<file path="config.mk">
export PLATFORM = sky130hd
export DESIGN_NAME = stage_sequencer
export DESIGN_NICKNAME = d
export VERILOG_FILES = /design/src/rtl/stage_sequencer_pkg.sv /design/src/rtl/seq_stage_counter.sv /design/src/rtl/stage_sequencer.sv
export SDC_FILE = /design/constraint.sdc
export NUM_CORES = 1
export LEC_CHECK = 0
export ABC_AREA = 1
export BUFFER_PORTS_ARGS = -buffer_cell sky130_fd_sc_hd__buf_2
export CORE_MARGIN = 2
export CORE_UTILIZATION = 40
export CTS_BUF_LIST = sky130_fd_sc_hd__clkbuf_4 sky130_fd_sc_hd__clkbuf_8
export CTS_CLUSTER_SIZE = 28
export DETAILED_ROUTE_END_ITERATION = 16
export SLEW_MARGIN = 0
export SYNTH_ARGS = -nofsm -noshare
export SYNTH_HDL_FRONTEND = slang
export SYNTH_SLANG_ARGS = --single-unit
</file>
<file path="constraint.sdc">
create_clock -name clk -period 1.5 [get_ports clk]
set_input_delay 0.075 -clock clk [delete_from_list [all_inputs] [get_ports clk]]
set_output_delay 0.075 -clock clk [all_outputs]
set_load 0.02 [all_outputs]
</file>
<file path="src/rtl/stage_sequencer_pkg.sv">
// Shared definitions for the multi-cycle stage sequencer: stage indices,
// instruction type codes and control-state encodings.
package stage_sequencer_pkg;

  localparam int unsigned NUM_STAGES_DEFAULT = 5;

  localparam int unsigned STAGE_FETCH   = 0;
  localparam int unsigned STAGE_DECODE  = 1;
  localparam int unsigned STAGE_EXECUTE = 2;
  localparam int unsigned STAGE_MEMORY  = 3;

  // Writeback/PC-update is always the last stage, whatever the pipeline depth.
  function automatic int unsigned stage_writeback(input int unsigned num_stages);
    return num_stages - 1;
  endfunction

  localparam logic [4:0] INSTR_NOP   = 5'd0;
  localparam logic [4:0] INSTR_LOAD  = 5'd1;
  localparam logic [4:0] INSTR_STORE = 5'd2;
  localparam logic [4:0] INSTR_HALT  = 5'd31;

  localparam logic [1:0] SEQ_IDLE   = 2'd0;
  localparam logic [1:0] SEQ_RUN    = 2'd1;
  localparam logic [1:0] SEQ_HALTED = 2'd2;

  function automatic logic is_mem_op(input logic [4:0] instr_type);
    return (instr_type == INSTR_LOAD) || (instr_type == INSTR_STORE);
  endfunction

endpackage

</file>
<file path="src/rtl/seq_stage_counter.sv">
// Wrapping stage counter: 0..NUM_STAGES-1 with advance enable and
// synchronous clear.
module seq_stage_counter
  import stage_sequencer_pkg::*;
#(
  parameter  int unsigned NUM_STAGES = NUM_STAGES_DEFAULT,
  localparam int unsigned SW         = $clog2(NUM_STAGES)
) (
  input  logic          clk,
  input  logic          rst,
  input  logic          clr_i,
  input  logic          adv_i,
  output logic [SW-1:0] stage_o
);

  localparam logic [SW-1:0] LAST = SW'(stage_writeback(NUM_STAGES));

  logic [SW-1:0] stage_q, stage_d;

  always_comb begin
    stage_d = stage_q;
    if (clr_i) begin
      stage_d = '0;
    end else if (adv_i) begin
      stage_d = (stage_q == LAST) ? '0 : stage_q + 1'b1;
    end
  end

  always_ff @(posedge clk) begin
    if (rst) begin
      stage_q <= '0;
    end else begin
      stage_q <= stage_d;
    end
  end

  assign stage_o = stage_q;

endmodule

</file>
<file path="src/rtl/stage_sequencer.sv">
// Multi-cycle control sequencer: walks each instruction FETCH..WRITEBACK,
// stalls on the memory handshake and stops on HALT.
module stage_sequencer
  import stage_sequencer_pkg::*;
#(
  parameter  int unsigned NUM_STAGES = NUM_STAGES_DEFAULT,
  localparam int unsigned SW         = $clog2(NUM_STAGES)
) (
  input  logic          clk,
  input  logic          rst,
  input  logic          start,
  input  logic          mem_ready,
  input  logic [4:0]    fetched_instr_type,
  output logic [SW-1:0] current_stage,
  output logic [4:0]    current_instruction_type,
  output logic          mem_req,
  output logic          running,
  output logic          halted,
  output logic [31:0]   retired_count
);

  logic [1:0]  state_q, state_d;
  logic [4:0]  type_q, type_d;
  logic [31:0] retired_q, retired_d;
  logic        stage_adv, stage_clr;
  logic        at_fetch, at_memory, at_last, in_run;

  assign in_run    = (state_q == SEQ_RUN);
  assign at_fetch  = (current_stage == SW'(STAGE_FETCH));
  assign at_memory = (current_stage == SW'(STAGE_MEMORY));
  assign at_last   = (current_stage == SW'(stage_writeback(NUM_STAGES)));

  // A stage only waits when it is actually requesting memory; mem_ready is
  // don't-care otherwise.
  assign mem_req   = in_run && (at_fetch || (at_memory && is_mem_op(type_q)));
  assign stage_adv = in_run && (!mem_req || mem_ready);
  assign stage_clr = !in_run && start;

  seq_stage_counter #(
    .NUM_STAGES(NUM_STAGES)
  ) u_stage_counter (
    .clk    (clk),
    .rst    (rst),
    .clr_i  (stage_clr),
    .adv_i  (stage_adv),
    .stage_o(current_stage)
  );

  always_comb begin
    state_d = state_q;
    case (state_q)
      SEQ_IDLE:   if (start) state_d = SEQ_RUN;
      SEQ_RUN:    if (at_last && (type_q == INSTR_HALT)) state_d = SEQ_HALTED;
      SEQ_HALTED: if (start) state_d = SEQ_RUN;
      default:    state_d = SEQ_IDLE;
    endcase
  end

  always_comb begin
    type_d    = type_q;
    retired_d = retired_q;
    if (in_run && at_fetch && mem_ready) begin
      type_d = fetched_instr_type;
    end
    if (in_run && at_last) begin
      retired_d = retired_q + 32'd1;
    end
  end

  always_ff @(posedge clk) begin
    if (rst) begin
      state_q   <= SEQ_IDLE;
      type_q    <= INSTR_NOP;
      retired_q <= '0;
    end else begin
      state_q   <= state_d;
      type_q    <= type_d;
      retired_q <= retired_d;
    end
  end

  assign current_instruction_type = type_q;
  assign retired_count            = retired_q;
  assign running                  = in_run;
  assign halted                   = (state_q == SEQ_HALTED);

endmodule

</file>
## After elaboration in Yosys (flattened, before gate mapping)

Cells that the tools add are included.
W data, S select, Z words.

| storage, ports and cells | value |
|---|---|
| word-level logic and storage cells | 37 |
| input bits | 9 |
| output and inout bits | 43 |
| flip-flop bits (word level) | 42 |

| cells by class | value |
|---|---|
| muxes and demuxes | 4 |
| reductions and logical operators | 18 |
| add/subtract/negate cells | 2 |
| equal/unequal tests | 9 |

Operators by type and width:

| cell | count |
|---|---|
| $add A32 B1 Y32 const B | 1 |
| $logic_and A1 B1 Y1 | 8 |
| $eq A5 B1 Y1 const B | 1 |
| $eq A5 B2 Y1 const B | 1 |
| $eq A5 B5 Y1 const B | 1 |
| $mux W2 | 2 |
| $ne A2 B1 Y1 const B | 2 |
| $pmux W2 S2 | 1 |
| $reduce_or A2 Y1 | 2 |
| $add A3 B1 Y3 const B | 1 |
| $eq A3 B2 Y1 const B | 1 |
| $eq A3 B3 Y1 const B | 1 |
| $logic_not A3 Y1 | 1 |
| $logic_or A1 B1 Y1 | 3 |
| $mux W3 | 1 |
| $eq A2 B1 Y1 const B | 1 |
| $eq A2 B2 Y1 const B | 1 |
| $logic_not A1 Y1 | 2 |
| $logic_not A2 Y1 | 1 |
| $reduce_and A2 Y1 | 1 |

## Longest topological paths before layout

Gate-level depths: netlist of run 1.

| depth | value |
|---|---|
| depth after elaboration | 8 |
| depth in mapped cells | 11 |
| mapped depth without buffers | 11 |

## Hierarchy

From an unflattened synthesis of run 1, not the netlist that was laid out.

| unflattened totals | value |
|---|---|
| cell total of the unflattened synthesis | 375 |
| area, all modules | 2354.8 um^2 |

By module, submodules not included:

| module | sequential area each (um^2) | area each (um^2) | times used | cells an instance |
|---|---|---|---|---|
| stage_sequencer | 780.7 | 2170.8 | 1 | 348 |
| seq_stage_counter | 60.1 | 183.9 | 1 | 27 |

## Worst setup path before layout of run 1

No wires, ideal clock.

| path | value |
|---|---|
| kind | register to register |
| start point | reg u_stage_counter.stage_q[0], in the netlist u_stage_counter.stage_o[0] |
| end point | reg retired_q[27], in the netlist retired_count[27] |
| path slack | -87 ps |
| arrival time | 1459 ps |
| library setup time | 128 ps |
| clock period less this slack | 1587 ps |
| data required time | 1372 ps |
| buffers on the path | 0 |
| cell stages (with the launch flop) | 12 |
| cell sequence | dfxtp_1 -> inv_1 -> ha_1 -> nand2_2 -> nor2_8 -> nand2_2 -> nor2_4 -> nand2_1 -> nor2_1 -> nand2_1 -> nand2_1 -> nor2_1 |

| on the way | value |
|---|---|
| longest elaborated chain between the ends | 2 |

RTL lines:

| what | line | RTL |
|---|---|---|
| from (decl) | seq_stage_counter.sv:18 | `logic [SW-1:0] stage_q, stage_d;` |
| from (signal assigned) | seq_stage_counter.sv:33 | `stage_q <= stage_d;` |
| $eq A3 B3 Y1 | stage_sequencer.sv:31 | `assign at_last = (current_stage == SW'(stage_writeback(NUM_STAGES)));` |
| $logic_and A1 B1 Y1 | stage_sequencer.sv:65 | `if (in_run && at_last) begin` |
| to (signal assigned) | stage_sequencer.sv:78 | `retired_q <= retired_d;` |
| to (decl) | stage_sequencer.sv:24 | `logic [31:0] retired_q, retired_d;` |

No other way between the ends.
A chain may end at the register's enable or synchronous reset.

## Final worst setup path of run 1

| path | value |
|---|---|
| start point | reg u_stage_counter.stage_q[1], in the netlist u_stage_counter.stage_o[1] |
| end point | out mem_req |

| on the way | value |
|---|---|
| longest elaborated chain between the ends | 4 |
| elaborated cells on any way between the ends | 5 |
| classes of those cells | 1 x eq/ne; 4 x reduce/logical |

RTL lines:

| what | line | RTL |
|---|---|---|
| $eq A3 B2 Y1 | stage_sequencer.sv:30 | `assign at_memory = (current_stage == SW'(STAGE_MEMORY));` |
| $logic_and A1 B1 Y1 | stage_sequencer.sv:35 | `assign mem_req = in_run && (at_fetch \|\| (at_memory && is_mem_op(type_q)));` |
| $logic_or A1 B1 Y1 * | stage_sequencer.sv:35 |  |
| $logic_and A1 B1 Y1 * | stage_sequencer.sv:35 |  |
| to (decl) | stage_sequencer.sv:16 | `output logic mem_req,` |

Every way passes the cells marked *; elsewhere a longest branch is shown, timed or not.

==> metrics.md, run 1 <==
| Metric | Value |
|---|---|
| Max Buffers Root-to-Sink | 2 |
| Flop-to-flop setup slack | -30 ps |
| Routability-driven placement congestion ratio | 0.892 |
| Synth cell types | 29 |
| Hold path depth | 3 |
| Clock skew | 9.72 ps |
| Num ports | 52 |
| Final setup viols | 6 |
| Die area | 0.00634 mm^2 |
| Seq/Total Area, Yosys | 0.368 |
| CTS sink cnt | 42 |
| Placed Cells incl. Taps | 489 |
| Share of layout cells above drive strength 1 | 0.395 |
| DR vias/cell | 4.85 |
| Initial DRC count | 94 |
| Worst setup EP type | output port |
| Synthesized area | 0.00229 mm^2 |
| # rows | 27 |
| Core Box Area | 0.00551 mm^2 |
| Peak VDD IR | 417 uV |
| Drc violations | 0 |
| Cell Pwr Density | 714 mW/mm^2 |
| Hold slack final | 23.8 ps |
| Most area-consuming cells after synthesis | dfxtp_1 37%, nand2_1 11%, nor2_1 11%, inv_1 7.2%, a21oi_1 4.4% |
| Fmax | 654 MHz |
| Antenna cells | 0 |
| Cells along the critical path | buf_6 > ha_4 > ha_4 > inv_2 > nor2_2 > nand3_2 > a21oi_2 > buf_4 |
| Wire per inst | 12.7 um |
| LEAKAGE | 1.62 nW |
| Post-DP HPWL | 4730 um |
| CP arrival | 1450 ps |
| Die span in x | 79.6 um |
| Final Hold Viols | 0 |
| Most frequent CP cell | ha_4 |
| Reg clk slew, reported paths | 90 ps |
| GR Overflow Total | 0 |
| Ratio of final minimum period to clock period | 1.02 |
| RSZ-0062 raised after global routing | true |
| DRT Pass-1 Iters | 4 |
| Critical path class | reg -> out |
| Final setup margin | -29.4 ps |
| Total number of vias | 2485 |
| Least-Margin Pin Slew | 350 ps |
| Syn Nets | 350 |
| # fillers | 535 |
| Most frequent cells in the layout | 60 x nor2_1, 59 x nand2_1, 50 x buf_2 |
| Crit-path max FO | 2 |
| Root Buffer | clkbuf_8 |
| Top-area cell type share of the netlist area | 0.368 |
| Post-route ant nets | 0 |
| H-tree depth | 2 |
| Syn_area_per_cell | 6.79 um^2 |
| Yosys top cell by area | dfxtp_1 |
| Final count of pins violating max slew | 0 |
| Final nets | 452 |
| Final period demand of the worst path | 1530 ps |
| Post-Layout Cell Count | 512 |
| Post-Syn Instances | 337 |
| Failing checks | negative setup slack |
| Clock buffer count from CTS | 5 |
| CP peak stage delay | 350 ps |
| Largest net degree at the start of global routing | 18 |
| Startpoint types | register |
| Routed WL | 6500 um |
| Hold crit path type | in -> reg |
| Area Overhead vs Synth | 48.5% |
| Worst slew margin relative to its limit | 0.766 |
| Worst path required time | 1420 ps |
| # port buffers | 51 |
| Number of synthesized register bits | 42 |
| First-pass GRT wire length | 10100 um |
| Outcome | finished, violations left |
| CTS tree | done |
| Antenna violations before repair | 0 |
| Most common cell after layout, fill and taps aside | nor2_1 |
| GRT Total Usage | 0.201 |
| Die Span Y | 79.6 um |
| Synth Warn # | 0 |
| FF-to-FF path depth | 11 |
| Final TNS setup | -101 ps |
| Clock Latency Late Sink | 300 ps |
| Worst slack, placed | -66.4 ps |
| Post-cts hold buffer count | 0 |
| Initial core utilization | 0.415 |
| Vias in the first global route | 2244 |
| Max Cap Violations | 0 |
| Slowest library cell on the worst path | dfxtp_2 |
cell families (layout without fill, tap and decap cells):
| group | Yosys count | count (layout) | synth area share |
|---|---|---|---|
| simple gates | 193 | 194 | 0.407 |
| buf+inv | 50 | 152 | 0.0821 |
| compound gates | 42 | 42 | 0.0985 |
| flops | 42 | 42 | 0.368 |
| xor+xnor | 6 | 6 | 0.0230 |
| fa+ha+maj | 4 | 4 | 0.0219 |
metrics by stage:
step	power [W]	instance area, um^2	util
floorplan	0.00126	2310	-
global placement	0.00131	2900	0.527
detailed placement	0.00131	2900	0.527
CTS	0.00242	3130	0.568
global route	0.00252	3400	0.617
finish	0.00243	3400	0.617
cell type report:
class / instances / area (um^2) / area share
Sequential cell: 42 / 851 / 0.250
Inverter: 46 / 175 / 0.0516
Timing Repair Buffer: 98 / 662 / 0.195
Tap cell: 72 / 90.1 / 0.0265
Clock inverter: 2 / 60.1 / 0.0177
Clock buffer: 6 / 82.6 / 0.0243
Multi-Input combinational cell: 246 / 1480 / 0.435
cell usage after synthesis:
master,count
a21oi_1,20
dfxtp_1,42
o21a_1,3
nor3_1,5
nor3_4,1
nand3b_2,1
nand3_2,3
nor2_1,66
o32a_1,1
nand3b_4,1
nand2_4,1
clkbuf_1,3
nor2_4,4
nand4_1,15
nand2_1,66
ha_1,4
nand3b_1,2
nor2_8,1
nor2_2,3
o21bai_1,1
inv_1,44
or2_2,1
inv_2,2
nand3_1,17
buf_1,1
o21ai_0,17
nand2_2,6
xnor2_1,1
xor2_1,5
flip-flops by register name (all words and copies together), names as in the netlist:
register                  flops
retired_count                32
state_q                       2
current_instruction_type      5
u_stage_counter.stage_o       3
critical path: cells and delay by family, from the launching register on:
family | cells | cell delay (ps)
AND/OR/NAND/NOR | 2 | 160
buffers and inverters | 3 | 290
adder cells (fa/ha/maj) | 2 | 250
flip-flops | 1 | 350
AO/OA/AOI/OAI | 1 | 120
routing by layer:
layer  wire (um)  up-vias  share of wire  GRT usage
li1            -     1289              -          -
met3         236       15          0.036     0.0305
met1        3010     1124           0.46      0.265
met4         132        0          0.020     0.0776
met2        3120       57           0.48      0.330
met5           0        -              0          0
report_power, final:
part	internal (W)	switching (W)
Sequential	0.00113	0.0000135
Combinational	0.0000685	0.000108
Clock	0.000710	0.000399
Total	0.00191	0.000520
worst paths after layout:
| path | start | to |
|---|---|---|
| worst max-delay path | u_stage_counter.stage_o[1] | mem_req |
| worst max register to register | u_stage_counter.stage_o[1] | u_stage_counter.stage_o[0] |
| worst min register to register | retired_count[2] | retired_count[2] |
| worst min-delay path | fetched_instr_type[4] | current_instruction_type[4] |
repair_timing:
action / in CTS / in global routing
pin swaps: 7 / 30
endpoints found under the setup margin: 8 / 31
gates cloned: 0 / 1
buffers inserted: 3 / 11
resized for setup: 19 / 46
(Power assumes the default switching activity.)
==> inputs of run 2 (changes only) <==
clock period = 1.9 ns   (was 1.5 ns; I/O delays follow)
==> metrics.md, run 2 (same netlist as run 1, synthesis figures left out) <==
| Metric | Value |
|---|---|
| Outcome | finished clean |
| P_int | 0.00122 W |
| Vias in the first global route | 2126 |
| CTS tree | done |
| Worst path required time | 1800 ps |
| Wire per inst | 12.1 um |
| Most frequent CP cell | ha_1 |
| Final nets | 406 |
| GRT Total Usage | 0.195 |
| Final TNS setup | 0 ps |
| Crit-path max FO | 5 |
| Hold path depth | 3 |
| Least-Margin Pin Slew | 478 ps |
| Post-DP HPWL | 4360 um |
| Post-Layout Cell Count | 466 |
| Setup repair bufs after CTS | 0 |
| Flop-to-flop setup slack | 240 ps |
| Core Box Area | 0.00551 mm^2 |
| Core Util, Final | 0.495 |
| Most frequent cells in the layout | 66 x nor2_1, 66 x nand2_1, 51 x buf_2 |
| Crit Reg-Reg Startpoint | u_stage_counter.stage_o[0] |
| CP peak stage delay | 400 ps |
| Cells along the critical path | ha_1 > ha_1 > inv_1 > nor2_1 > nand3_1 > a21oi_1 > buf_2 |
| Clock power frac | 0.378 |
| Worst path top cell family by delay | flip-flops |
| Max reg flops | 32 |
| Initial DRC count | 63 |
| Cell Pwr Density | 593 mW/mm^2 |
| LEAKAGE | 1.28 nW |
| Final setup viols | 0 |
| Power, Total | 0.00162 W |
| Largest net degree at the start of global routing | 26 |
| Cts repair resizes | 0 |
| Routability-driven placement congestion ratio | 0.831 |
| Hold EP | current_instruction_type[1] |
| Hold Startpoint | fetched_instr_type[1] |
| Max Buffers Root-to-Sink | 2 |
| Peak VDD IR | 428 uV |
| Worst path bufs/invs | 2 |
| FF-to-FF path depth | 10 |
| Comb power frac | 0.065 |
| Final Hold Viols | 0 |
| Area Overhead vs Synth | 19.3% |
| Post-route ant nets | 0 |
| # rows | 27 |
| Root Buffer | clkbuf_8 |
| Die Span Y | 79.6 um |
| Drc violations | 0 |
| DR vias/cell | 4.79 |
| CP arrival | 1610 ps |
| Placed Cells incl. Taps | 458 |
| RSZ-0062 raised after global routing | false |
| Ratio of final minimum period to clock period | 0.898 |
| Final count of pins violating max slew | 0 |
| Routed WL | 5650 um |
| Num ports | 52 |
| RR Endpoint | retired_count[25] |
| Hold crit path type | in -> reg |
| # fillers | 613 |
| Die span in x | 79.6 um |
| H-tree depth | 2 |
| Slowest library cell on the worst path | dfxtp_1 |
| Die area | 0.00634 mm^2 |
| Share of layout cells above drive strength 1 | 0.216 |
| Clock skew | 8.47 ps |
| DRT Pass-1 Iters | 4 |
| First-pass GRT wire length | 9830 um |
| Max Cap Violations | 0 |
| Fmax | 586 MHz |
| Clock Latency Late Sink | 300 ps |
| Final period demand of the worst path | 1710 ps |
| Antenna violations before repair | 0 |
| Worst slew margin relative to its limit | 0.679 |
| Psw | 0.000400 W |
| Initial core utilization | 0.415 |
| Seq pwr share | 0.557 |
| Total number of vias | 2231 |
| GR Overflow Total | 0 |
| Antenna cells | 0 |
| Post-cts hold buffer count | 0 |
| # port buffers | 51 |
| Worst setup EP type | output port |
| Startpoint types | register |
| Clock buffer count from CTS | 5 |
| Critical path class | reg -> out |
| Reg clk slew, reported paths | 80 ps |
| Net Sw Frac | 0.247 |
| DP Area | 0.00263 mm^2 |
| CTS sink cnt | 42 |
| Fin area | 0.00273 mm^2 |
## run 2: cell types whose count changed in the layout (fill, tap and decap cells not counted), sizes merged
cell	delta
buf	-45
clkinvlp	+1
bufinv	-2
clkinv	+1
nor2	-1
## run 2: final cells by class
| class | instances | area, um^2 | share of cell area |
|---|---|---|---|
| Clock buffer | 6 | 82.6 | 0.0303 |
| Clock inverter | 2 | 12.5 | 0.00459 |
| Inverter | 46 | 173 | 0.0633 |
| Multi-Input combinational cell | 245 | 1260 | 0.461 |
| Sequential cell | 42 | 841 | 0.308 |
| Tap cell | 72 | 90.1 | 0.0330 |
| Timing Repair Buffer | 53 | 270 | 0.0991 |
## run 2: layer usage
layer  part of all wire  track usage  vias up  wire length [um]
met3              0.044       0.0339        8               251
met4              0.011       0.0569        0                62
met5                  0            0        -                 0
met2               0.47        0.336       50              2640
li1                   -            -     1188                 -
met1               0.48        0.249      985              2690
## run 2: worst reg2reg max path, cell delays in order, from the launching register on
cell and delay, ps:
dfxtp_1 350, inv_1 70, ha_1 190, nand2_2 120, inv_1 160, nand2_4 110, nor3_4 320, nand3_2 100
nand2_1 70, inv_1 30, nor2_1 100
## run 2: worst max path at each step
stage / cells past startpoint / start / slack (ps) / endpoint
floorplan: 11 / u_stage_counter.stage_o[0] / 310 / retired_count[27]
global placement: 9 / u_stage_counter.stage_o[0] / 280 / retired_count[25]
detailed placement: 11 / u_stage_counter.stage_o[0] / 240 / retired_count[24]
CTS: 7 / u_stage_counter.stage_o[0] / 140 / mem_req
global route: 11 / u_stage_counter.stage_o[0] / 50 / retired_count[24]
finish: 7 / u_stage_counter.stage_o[0] / 190 / mem_req
## run 2: per-stage QoR
| stage | setup WS, ps | hold WS (ps) |
|---|---|---|
| finish | 194 | 53.1 |
| global route | 47.1 | 75.8 |
| CTS | 144 | 51.2 |
| detailed placement | 236 | 358 |
| global placement | 281 | 350 |
| floorplan | 313 | 242 |
## run 2: power groups by stage
stage	Combinational [W]	Clock, W	Sequential (W)
final	0.000106	0.000611	0.000900
after global routing	0.000117	0.000680	0.000902
after CTS	0.000106	0.000633	0.000900
after detailed placement	0.000106	0	0.000921
after global placement	0.000105	0	0.000921
after floorplan	0.0000613	0	0.000930
